$ cat src/rtl/sal_bank_arb_pkg.sv
// -----------------------------------------------------------------------------
// sal_bank_arb_pkg -- shared DDR parameter package for the bank arbiter slice.
//   cmd_e        : command codes carried on cmd_type (ACT/RD/WR/PRE/REF)
//   DEF_*        : default bank count and DDR timing spacings (cycles)
//   CNT_W        : width of the timing spacing counters
//   timing_load  : value loaded into a spacing counter for a spacing of t
// -----------------------------------------------------------------------------
package sal_bank_arb_pkg;

  typedef enum logic [2:0] {
    CMD_ACT = 3'd0,
    CMD_RD  = 3'd1,
    CMD_WR  = 3'd2,
    CMD_PRE = 3'd3,
    CMD_REF = 3'd4
  } cmd_e;

  localparam int DEF_BK_CNT = 4;
  localparam int DEF_T_RRD  = 2;
  localparam int DEF_T_CCD  = 2;
  localparam int DEF_T_WTR  = 3;
  localparam int DEF_T_RTW  = 4;

  localparam int CNT_W = 4;

  // A spacing of t cycles loads t-1: the counter reaches zero exactly t
  // cycles after the grant, so t=1 allows back-to-back commands.
  function automatic logic [CNT_W-1:0] timing_load(input int t);
    return CNT_W'(t - 1);
  endfunction

endpackage

$ cat src/rtl/sal_bank_arb_rr_pick.sv
// -----------------------------------------------------------------------------
// sal_bank_arb_rr_pick -- round-robin picker for one command class.
//   req    [N-1:0]  : eligible requests, bit i = bank i
//   rr_ptr [PW-1:0] : bank where the search starts; wraps N-1 -> 0
//   gnt    [N-1:0]  : one-hot pick (all zero when nothing requested)
//   valid           : at least one request was picked
// -----------------------------------------------------------------------------
module sal_bank_arb_rr_pick #(
  parameter int N  = 4,
  parameter int PW = (N > 1) ? $clog2(N) : 1
) (
  input  logic [N-1:0]  req,
  input  logic [PW-1:0] rr_ptr,
  output logic [N-1:0]  gnt,
  output logic          valid
);

  logic [PW-1:0] idx;

  always_comb begin
    // NOTE: every output of a combinational block gets a default before any
    // conditional assignment, otherwise the tool infers a latch.
    gnt   = '0;
    valid = 1'b0;
    idx   = '0;
    for (int i = 0; i < N; i++) begin
      idx = PW'((int'(rr_ptr) + i) % N);
      if (!valid && req[idx]) begin
        gnt[idx] = 1'b1;
        valid    = 1'b1;
      end
    end
  end

endmodule

$ cat src/rtl/sal_bank_arb.sv
// -----------------------------------------------------------------------------
// sal_bank_arb -- DDR command arbiter across BK_CNT banks.
//   clk, rst (sync, active-high)
//   act_req/rd_req/wr_req/pre_req/ref_req [BK_CNT-1:0] : per-bank requests
//   act_gnt/rd_gnt/wr_gnt/pre_gnt/ref_gnt [BK_CNT-1:0] : combinational grants,
//       at most one bit set across all five vectors
//   cmd_valid, cmd_type[2:0], cmd_bank : registered copy of last cycle's grant
// Class priority PRE > RD > WR > ACT > REF; one shared round-robin pointer
// picks the bank inside the winning class. Timing-blocked classes are masked
// before picking, so the grant falls through to a lower class in that cycle.
// -----------------------------------------------------------------------------
module sal_bank_arb
  import sal_bank_arb_pkg::*;
#(
  parameter int BK_CNT = DEF_BK_CNT,
  parameter int T_RRD  = DEF_T_RRD,
  parameter int T_CCD  = DEF_T_CCD,
  parameter int T_WTR  = DEF_T_WTR,
  parameter int T_RTW  = DEF_T_RTW,
  parameter int BW     = (BK_CNT > 1) ? $clog2(BK_CNT) : 1
) (
  input  logic              clk,
  input  logic              rst,
  input  logic [BK_CNT-1:0] act_req,
  input  logic [BK_CNT-1:0] rd_req,
  input  logic [BK_CNT-1:0] wr_req,
  input  logic [BK_CNT-1:0] pre_req,
  input  logic [BK_CNT-1:0] ref_req,
  output logic [BK_CNT-1:0] act_gnt,
  output logic [BK_CNT-1:0] rd_gnt,
  output logic [BK_CNT-1:0] wr_gnt,
  output logic [BK_CNT-1:0] pre_gnt,
  output logic [BK_CNT-1:0] ref_gnt,
  output logic              cmd_valid,
  output logic [2:0]        cmd_type,
  output logic [BW-1:0]     cmd_bank
);

  localparam logic [CNT_W-1:0] RRD_LD = timing_load(T_RRD);
  localparam logic [CNT_W-1:0] CCD_LD = timing_load(T_CCD);
  localparam logic [CNT_W-1:0] WTR_LD = timing_load(T_WTR);
  localparam logic [CNT_W-1:0] RTW_LD = timing_load(T_RTW);

  logic [BW-1:0]    rr_ptr;
  logic [CNT_W-1:0] rrd_cnt, ccd_cnt, wtr_cnt, rtw_cnt;

  logic act_ok, rd_ok, wr_ok;
  assign act_ok = (rrd_cnt == '0);
  assign rd_ok  = (ccd_cnt == '0) && (wtr_cnt == '0);
  assign wr_ok  = (ccd_cnt == '0) && (rtw_cnt == '0);

  logic [BK_CNT-1:0] pre_pick, rd_pick, wr_pick, act_pick, ref_pick;
  logic              pre_v, rd_v, wr_v, act_v, ref_v;

  sal_bank_arb_rr_pick #(.N(BK_CNT), .PW(BW)) u_pick_pre (
    .req(pre_req), .rr_ptr(rr_ptr), .gnt(pre_pick), .valid(pre_v));
  sal_bank_arb_rr_pick #(.N(BK_CNT), .PW(BW)) u_pick_rd (
    .req(rd_req & {BK_CNT{rd_ok}}), .rr_ptr(rr_ptr), .gnt(rd_pick), .valid(rd_v));
  sal_bank_arb_rr_pick #(.N(BK_CNT), .PW(BW)) u_pick_wr (
    .req(wr_req & {BK_CNT{wr_ok}}), .rr_ptr(rr_ptr), .gnt(wr_pick), .valid(wr_v));
  sal_bank_arb_rr_pick #(.N(BK_CNT), .PW(BW)) u_pick_act (
    .req(act_req & {BK_CNT{act_ok}}), .rr_ptr(rr_ptr), .gnt(act_pick), .valid(act_v));
  sal_bank_arb_rr_pick #(.N(BK_CNT), .PW(BW)) u_pick_ref (
    .req(ref_req), .rr_ptr(rr_ptr), .gnt(ref_pick), .valid(ref_v));

  logic              any_gnt;
  cmd_e              gnt_cmd;
  logic [BK_CNT-1:0] gnt_vec;
  logic [BW-1:0]     gnt_bank;

  // Class selection; reset suppresses every grant in the same cycle.
  always_comb begin
    act_gnt = '0;
    rd_gnt  = '0;
    wr_gnt  = '0;
    pre_gnt = '0;
    ref_gnt = '0;
    any_gnt = 1'b0;
    gnt_cmd = CMD_ACT;
    gnt_vec = '0;
    if (!rst) begin
      any_gnt = 1'b1;
      if (pre_v) begin
        pre_gnt = pre_pick; gnt_vec = pre_pick; gnt_cmd = CMD_PRE;
      end else if (rd_v) begin
        rd_gnt = rd_pick;   gnt_vec = rd_pick;  gnt_cmd = CMD_RD;
      end else if (wr_v) begin
        wr_gnt = wr_pick;   gnt_vec = wr_pick;  gnt_cmd = CMD_WR;
      end else if (act_v) begin
        act_gnt = act_pick; gnt_vec = act_pick; gnt_cmd = CMD_ACT;
      end else if (ref_v) begin
        ref_gnt = ref_pick; gnt_vec = ref_pick; gnt_cmd = CMD_REF;
      end else begin
        any_gnt = 1'b0;
      end
    end
  end

  always_comb begin
    gnt_bank = '0;
    for (int i = 0; i < BK_CNT; i++) begin
      if (gnt_vec[i]) gnt_bank = BW'(i);
    end
  end

  function automatic logic [CNT_W-1:0] dec_sat(input logic [CNT_W-1:0] c);
    return (c == '0) ? '0 : c - 1'b1;
  endfunction

  // NOTE: sequential state uses non-blocking assignments so every register
  // samples the pre-edge values regardless of statement order.
  always_ff @(posedge clk) begin
    if (rst) begin
      rr_ptr    <= '0;
      rrd_cnt   <= '0;
      ccd_cnt   <= '0;
      wtr_cnt   <= '0;
      rtw_cnt   <= '0;
      cmd_valid <= 1'b0;
      cmd_type  <= CMD_ACT;
      cmd_bank  <= '0;
    end else begin
      rrd_cnt   <= dec_sat(rrd_cnt);
      ccd_cnt   <= dec_sat(ccd_cnt);
      wtr_cnt   <= dec_sat(wtr_cnt);
      rtw_cnt   <= dec_sat(rtw_cnt);
      cmd_valid <= any_gnt;
      if (any_gnt) begin
        rr_ptr   <= (gnt_bank == BW'(BK_CNT - 1)) ? '0 : gnt_bank + 1'b1;
        cmd_type <= gnt_cmd;
        cmd_bank <= gnt_bank;
        // Loads come after the decrements so they win in the same cycle.
        unique case (gnt_cmd)
          CMD_ACT: rrd_cnt <= RRD_LD;
          CMD_RD: begin
            ccd_cnt <= CCD_LD;
            rtw_cnt <= RTW_LD;
          end
          CMD_WR: begin
            ccd_cnt <= CCD_LD;
            wtr_cnt <= WTR_LD;
          end
          default: ;
        endcase
      end
    end
  end

endmodule
$ cat config.mk
export PLATFORM = sky130hd
export DESIGN_NAME = sal_bank_arb
export DESIGN_NICKNAME = d
export VERILOG_FILES = /design/src/rtl/sal_bank_arb_pkg.sv /design/src/rtl/sal_bank_arb_rr_pick.sv /design/src/rtl/sal_bank_arb.sv
export SDC_FILE = /design/constraint.sdc
export NUM_CORES = 1
export LEC_CHECK = 0
export BUFFER_PORTS_ARGS = -buffer_cell sky130_fd_sc_hd__buf_2
export CORE_AREA = 4 4 87 89
export CTS_CLUSTER_DIAMETER = 80
export DETAILED_ROUTE_END_ITERATION = 10
export DIE_AREA = 0 0 91 93
export PLACE_DENSITY = 0.57
export SLEW_MARGIN = 40
export SYNTH_ARGS = -nofsm -noshare
export SYNTH_HDL_FRONTEND = slang
export SYNTH_SLANG_ARGS = --single-unit
$ cat constraint.sdc
create_clock -name clk -period 7.1 [get_ports clk]
set_input_delay 1.065 -clock clk [delete_from_list [all_inputs] [get_ports clk]]
set_output_delay 1.065 -clock clk [all_outputs]
set_load 0.005 [all_outputs]
### Word-level counts from Yosys, hierarchy flattened

Index checks and enable logic that the tools add are counted.

* bits in registers: 24
* bits of input ports: 22
* output and inout port bits: 26

* $add $sub $neg: 8
* order comparisons: 8
* eq/ne operators: 3
* mux-type cells: 141
* bitwise gates (word level): 18
* reductions and logical operators: 42

Operators with widths (number)
* two-way mux 4 bit: 57
* OR 4 bit: 15
* two-way mux 1 bit: 51
* binary-select mux 1 bit (select 2 bit): 20
* logical AND 1 bit: 21
* two-way mux 3 bit: 6
* logical NOT 4 bit: 4
* subtractor 4 x 1 -> 4 bit (second input constant): 4
* logical NOT 1 bit: 15
* AND 4 bit: 3
* less-than comparator 2 x 3 -> 1 bit (second input constant): 4
* demux 1 bit (select 2 bit): 4
* >= comparator 2 x 1 -> 1 bit (second input constant): 4
* two-way mux 2 bit: 3
* adder 2 x 1 -> 2 bit (second input constant): 2
* adder 2 bit (second input constant): 2
* == test 3 x 1 -> 1 bit (second input constant): 1
* == test 3 x 2 -> 1 bit (second input constant): 1
* logical NOT 3 bit: 1
* == test 2 bit (second input constant): 1
* OR reduction 2 bit: 1

### Logic depth before layout (Yosys ltp)

* depth after elaboration: 24
* depth in mapped cells: 13
* gate-level depth less buffers: 10

### Hierarchy

Synthesis repeated with hierarchy kept, for this count alone.

* cells, all modules: 479
* area total of the unflattened synthesis: 3749.8 um^2

By module, submodules not included
* sal_bank_arb_rr_pick (u_pick_act ...): times used 3, cells each 62, area an instance 470.5 um^2, seq. area each 0.0 um^2
* sal_bank_arb: times used 1, cells each 169, area an instance 1350.0 um^2, seq. area each 480.5 um^2
* sal_bank_arb_rr_pick (u_pick_pre ...): times used 2, cells each 62, area an instance 494.2 um^2, seq. area each 0.0 um^2

### Worst setup path before layout

Ideal clock, no wire load.

* kind: input port to output port
* start: input port rd_req[0]
* end: output port ref_gnt[0]
* data arrival time: 2885 ps
* setup slack: 3150 ps
* stages on the path: 7
* buffers on the path: 1
* cell sequence: clkbuf_1 -> or4_1 -> and3_1 -> nor3_1 -> nand2_1 -> or2_2 -> nor2_1

* cells in the longest elaborated chain, start to end: 16
* elaborated cells on any way between the ends: 22
* classes of those cells: mux (15); bitwise (1); reduce/logical (6)

Ends and longest elaborated chain
* from (decl): RTL line sal_bank_arb.sv:25 `input logic [BK_CNT-1:0] rd_req,`
* AND 4 bit (*): RTL line sal_bank_arb.sv:58 `.req(rd_req & {BK_CNT{rd_ok}}), .rr_ptr(rr_ptr), .gnt(rd_pick), .valid(rd_v));`
* binary-select mux 1 bit (select 2 bit): RTL line sal_bank_arb_rr_pick.sv:28 `if (!valid && req[idx]) begin`
* two-way mux 1 bit (not written as such): RTL line sal_bank_arb_rr_pick.sv:28
* two-way mux 1 bit: RTL line sal_bank_arb_rr_pick.sv:28
* logical NOT 1 bit: RTL line sal_bank_arb_rr_pick.sv:28
* logical AND 1 bit: RTL line sal_bank_arb_rr_pick.sv:28
* two-way mux 1 bit: RTL line sal_bank_arb_rr_pick.sv:28
* logical NOT 1 bit: RTL line sal_bank_arb_rr_pick.sv:28
* logical AND 1 bit: RTL line sal_bank_arb_rr_pick.sv:28
* two-way mux 1 bit: RTL line sal_bank_arb_rr_pick.sv:28
* logical NOT 1 bit: RTL line sal_bank_arb_rr_pick.sv:28
* logical AND 1 bit: RTL line sal_bank_arb_rr_pick.sv:28
* two-way mux 1 bit (*): RTL line sal_bank_arb_rr_pick.sv:28
* two-way mux 4 bit (*): RTL line sal_bank_arb.sv:85 `end else if (rd_v) begin`
* two-way mux 4 bit (*): RTL line sal_bank_arb.sv:83 `if (pre_v) begin`
* two-way mux 4 bit (*): RTL line sal_bank_arb.sv:81 `if (!rst) begin`
* to (decl): RTL line sal_bank_arb.sv:33 `output logic [BK_CNT-1:0] ref_gnt,`

Every way passes the cells marked *; elsewhere a longest branch is shown, timed or not. The select of a mux whose other input is x is not followed.

### Worst setup path after layout

* start: register rr_ptr[1]
* end: output port act_gnt[3]

* cells in the longest elaborated chain, start to end: 17
* elaborated cells on any way between the ends: 107
* classes of those cells: add/sub (3); order compare (8); mux (65); bitwise (3); reduce/logical (28)

Ends and longest elaborated chain
* from (decl): RTL line sal_bank_arb.sv:44 `logic [BW-1:0] rr_ptr;`
* from (signal assigned): RTL line sal_bank_arb.sv:129 `rr_ptr <= (gnt_bank == BW'(BK_CNT - 1)) ? '0 : gnt_bank + 1'b1;`
* branches (longest 15 deep; another with less-than comparator 2 x 3 -> 1 bit)
* two-way mux 4 bit (*): RTL line sal_bank_arb.sv:83
* two-way mux 4 bit (*): RTL line sal_bank_arb.sv:81
* to (decl): RTL line sal_bank_arb.sv:29 `output logic [BK_CNT-1:0] act_gnt,`

Every way passes the cells marked *. The select of a mux whose other input is x is not followed.

==> results.json <==
{
  "status": "finished clean",
  "postRouteAntennaNets": 0,
  "place_area_um2": 2910,
  "fill_cells": 709,
  "worst-path-max-fanout": 21,
  "cts_buffers": 3,
  "nets": 400,
  "p_per_area_nw_per_um2": 354,
  "synthTopCellsByArea": "dfxtp_1 18%, mux4_2 12%, nor2_1 5.4%",
  "antenna_found_initial": 0,
  "place_ws_ns": 2.17,
  "stdcell_area_um2": 2950,
  "grt_pass1_vias": 2552,
  "worst_pin_slew_ns": 0.784,
  "synthTopCellsByCount": "38 x nor2_1, 31 x nand2_1, 25 x a21oi_1, 24 x dfxtp_1, 14 x mux4_2",
  "clk_pin_slew_ns": 0.08,
  "grt_start_max_net_pins": 31,
  "hold_viol": 0,
  "die_w_um": 91,
  "path_cells": "inv_1 -> ha_1 -> mux4_1 -> nor4b_1 -> a221oi_1 -> nor2_1 -> buf_2",
  "htree_levels": 1,
  "p_leak_nw": 1.13,
  "drt-total-wl_mm": 7.60,
  "ys_seq_elements": 24,
  "slew_violations": 0,
  "insertedDiodeCount": 0,
  "drv_cap": 0,
  "min_path_type": "reg2reg",
  "fp.dieArea_um2": 8460,
  "p_comb_share_pct": 75.5,
  "ys_warn_count": 0,
  "syn_area_per_cell_um2": 7.87,
  "setup_violations": 0,
  "synth.distinct_cells": 58,
  "die_h_um": 93,
  "yosys.area.top_type": "dfxtp_1",
  "instances_no_fill": 448,
  "regToRegStartpoint": "rr_ptr[1]$_SDFFE_PP0P_",
  "start_util_pct": 39.4,
  "ir_worst_vdd_uv": 160,
  "clock.fmax_mhz": 193,
  "cp.required_ns": 6.03,
  "vias": 2809,
  "fin_setup_tns_ns": 0,
  "setup_slack_ns": 1.91,
  "synth-edff-count": 0,
  "worstSetupPathType": "reg2out",
  "seq_power_share_pct": 17.1,
  "gr-usage-all-layers_pct": 17.8,
  "synthArstFlopShare_pct": 0,
  "fin_skew_ns": 0.00612,
  "r2r_cells": 9,
  "ys_seq_area_share_pct": 18.1,
  "synth_top_area_share_pct": 18.1,
  "grt_pass1_wl_mm": 12.6,
  "clock_latency_ns": 0.26,
  "cp_data_arrival_time_ns": 4.13,
  "first_pass_iters": 7,
  "whs_ns": 0.486,
  "grt_overflow_total": 0,
  "drt-initial-drc-count": 152,
  "post-place-cells": 445,
  "hold_buffers": 0,
  "rsz0062_at_grt": "no",
  "clk_path_buf_depth": 2,
  "synth_area_um2": 2660,
  "r2r_end": "rr_ptr[1]$_SDFFE_PP0P_",
  "cts_tree": "built",
  "detailed_place_hpwl_mm": 5.92,
  "area_growth_syn_to_layout_pct": 11.0,
  "final.min_clock_period_ns": 5.19,
  "synth_ff_type": "dfxtp_1",
  "post_cts_buffers": 0,
  "r2r_slack_ns": 2.53,
  "via_per_inst": 6.27,
  "p_clk_share_pct": 7.5,
  "cpMaxStageDelayCell": "ha_1",
  "sw_frac_of_total_pct": 49.9,
  "fin_crit_sh_pct": 73.1,
  "synth.most_common_cell": "nor2_1",
  "endpoint": "act_gnt[3]",
  "start_kind": "flop",
  "cts_num_sinks": 24,
  "slew_headroom_pct": 47.2,
  "p_switching_mw": 0.521,
  "p_int_mw": 0.522,
  "startpoint": "rr_ptr[1]$_SDFFE_PP0P_",
  "synth_cells": 338,
  "rows": 30,
  "crit_path_end_kind": "primary output",
  "max_stage_delay_ns": 0.83,
  "ios": 48,
  "root_buffer": "clkbuf_8",
  "portBuffers": 47,
  "layout-drive-gt1-share_pct": 20.9,
  "syn_nets": 368,
  "remaining_drc_errors": 0,
  "cts_resized": 0,
  "core_area_um2": 6760,
  "gp_congestion": 0.835,
  "wl_per_cell_um": 17.0
}
==> stage by stage <==
step | utilization (%) | power (mW)
6_report | 43.7 | 1.04
5_1_grt | 43.7 | 1.13
4_1_cts | 43.7 | 1.04
3_5_place_dp | 43.1 | 0.960
3_3_place_gp | 43.0 | 0.957
2_1_floorplan | - | 0.805
==> state kept, by name, summed over array words and instances, names as in the netlist <==
signal and cells:
cmd_type 3, cmd_valid 1, cmd_bank 2, rrd_cnt 4
rr_ptr 2, wtr_cnt 4, rtw_cnt 4, ccd_cnt 4
==> final cells by class <==
cell class | instances | area [µm²] | share of cell area [%]
Clock buffer | 3 | 41.3 | 1.40
Inverter | 9 | 33.8 | 1.15
Multi-Input combinational cell | 284 | 2050 | 69.6
Sequential cell | 24 | 480 | 16.3
Tap cell | 80 | 100 | 3.39
Timing Repair Buffer | 48 | 243 | 8.23
==> critical path: cells and delay by family (launching register included) <==
kind / cells / cell delay, ns
adder cells (fa/ha/maj): 1 / 0.83
buffers and inverters: 2 / 0.45
AO/OA/AOI/OAI: 1 / 0.26
flip-flops: 1 / 0.81
multiplexers: 1 / 0.74
AND/OR/NAND/NOR: 2 / 0.78
==> layout by cell type, fill, tap and decap left out, types with 4 or more instances in the layout <==
cell type  instances
a21oi_1           25
a221oi_1           5
a22o_1             5
a22oi_1            9
a31oi_1            8
and2_1             6
buf_2             47
dfxtp_1           24
ha_1               8
inv_1              9
mux2_2             4
mux4_2            14
nand2_1           31
nand2b_1           5
nand3_1            5
nand3b_1           5
nor2_1            38
nor2b_1            6
nor3_1            13
nor3b_1            7
nor4_1             7
o211ai_1           4
o21a_1             4
o21ai_0           13
o31ai_1            6
or3_1              4
or4_1              7
==> power by group through the flow <==
stage,clock [mW],combinational [mW],sequential [mW]
after CTS,0.0796,0.782,0.178
after detailed placement,0,0.779,0.181
after floorplan,0,0.636,0.169
final,0.0779,0.787,0.178
after global routing,0.0862,0.864,0.183
after global placement,0,0.777,0.180
==> per-layer routing <==
metal / global-route usage, % / share of wire [%] / vias up
met5: 0 / 0 / -
li1: - / - / 1379
met2: 28.3 / 44 / 99
met4: 4.65 / 1.4 / 0
met1: 25.2 / 48 / 1323
met3: 2.98 / 6.6 / 8
==> worst min-delay path by stage <==
stage                     slack (ns)                     to                  start  cells past startpoint
after floorplan                 0.45  wtr_cnt[3]$_SDFF_PP0_  wtr_cnt[3]$_SDFF_PP0_                      2
after global placement          0.47  wtr_cnt[3]$_SDFF_PP0_  wtr_cnt[3]$_SDFF_PP0_                      2
after detailed placement        0.47  wtr_cnt[3]$_SDFF_PP0_  wtr_cnt[3]$_SDFF_PP0_                      2
after CTS                       0.48  wtr_cnt[3]$_SDFF_PP0_  wtr_cnt[3]$_SDFF_PP0_                      2
after global routing            0.51  wtr_cnt[3]$_SDFF_PP0_  wtr_cnt[3]$_SDFF_PP0_                      2
final                           0.49  wtr_cnt[3]$_SDFF_PP0_  wtr_cnt[3]$_SDFF_PP0_                      2
==> cells by family after synthesis <==
logic type	Yosys count	synth area share, %
and+or+nand+nor	148	29.4
muxes	22	16.3
AOI/OAI and AO/OA	105	27.2
buffers and inverters	30	4.99
xor gates and xnor gates	1	0.329
DFF	24	18.1
adders and majority gates	8	3.76
No activity file was read; power rests on OpenSTA's default activity.
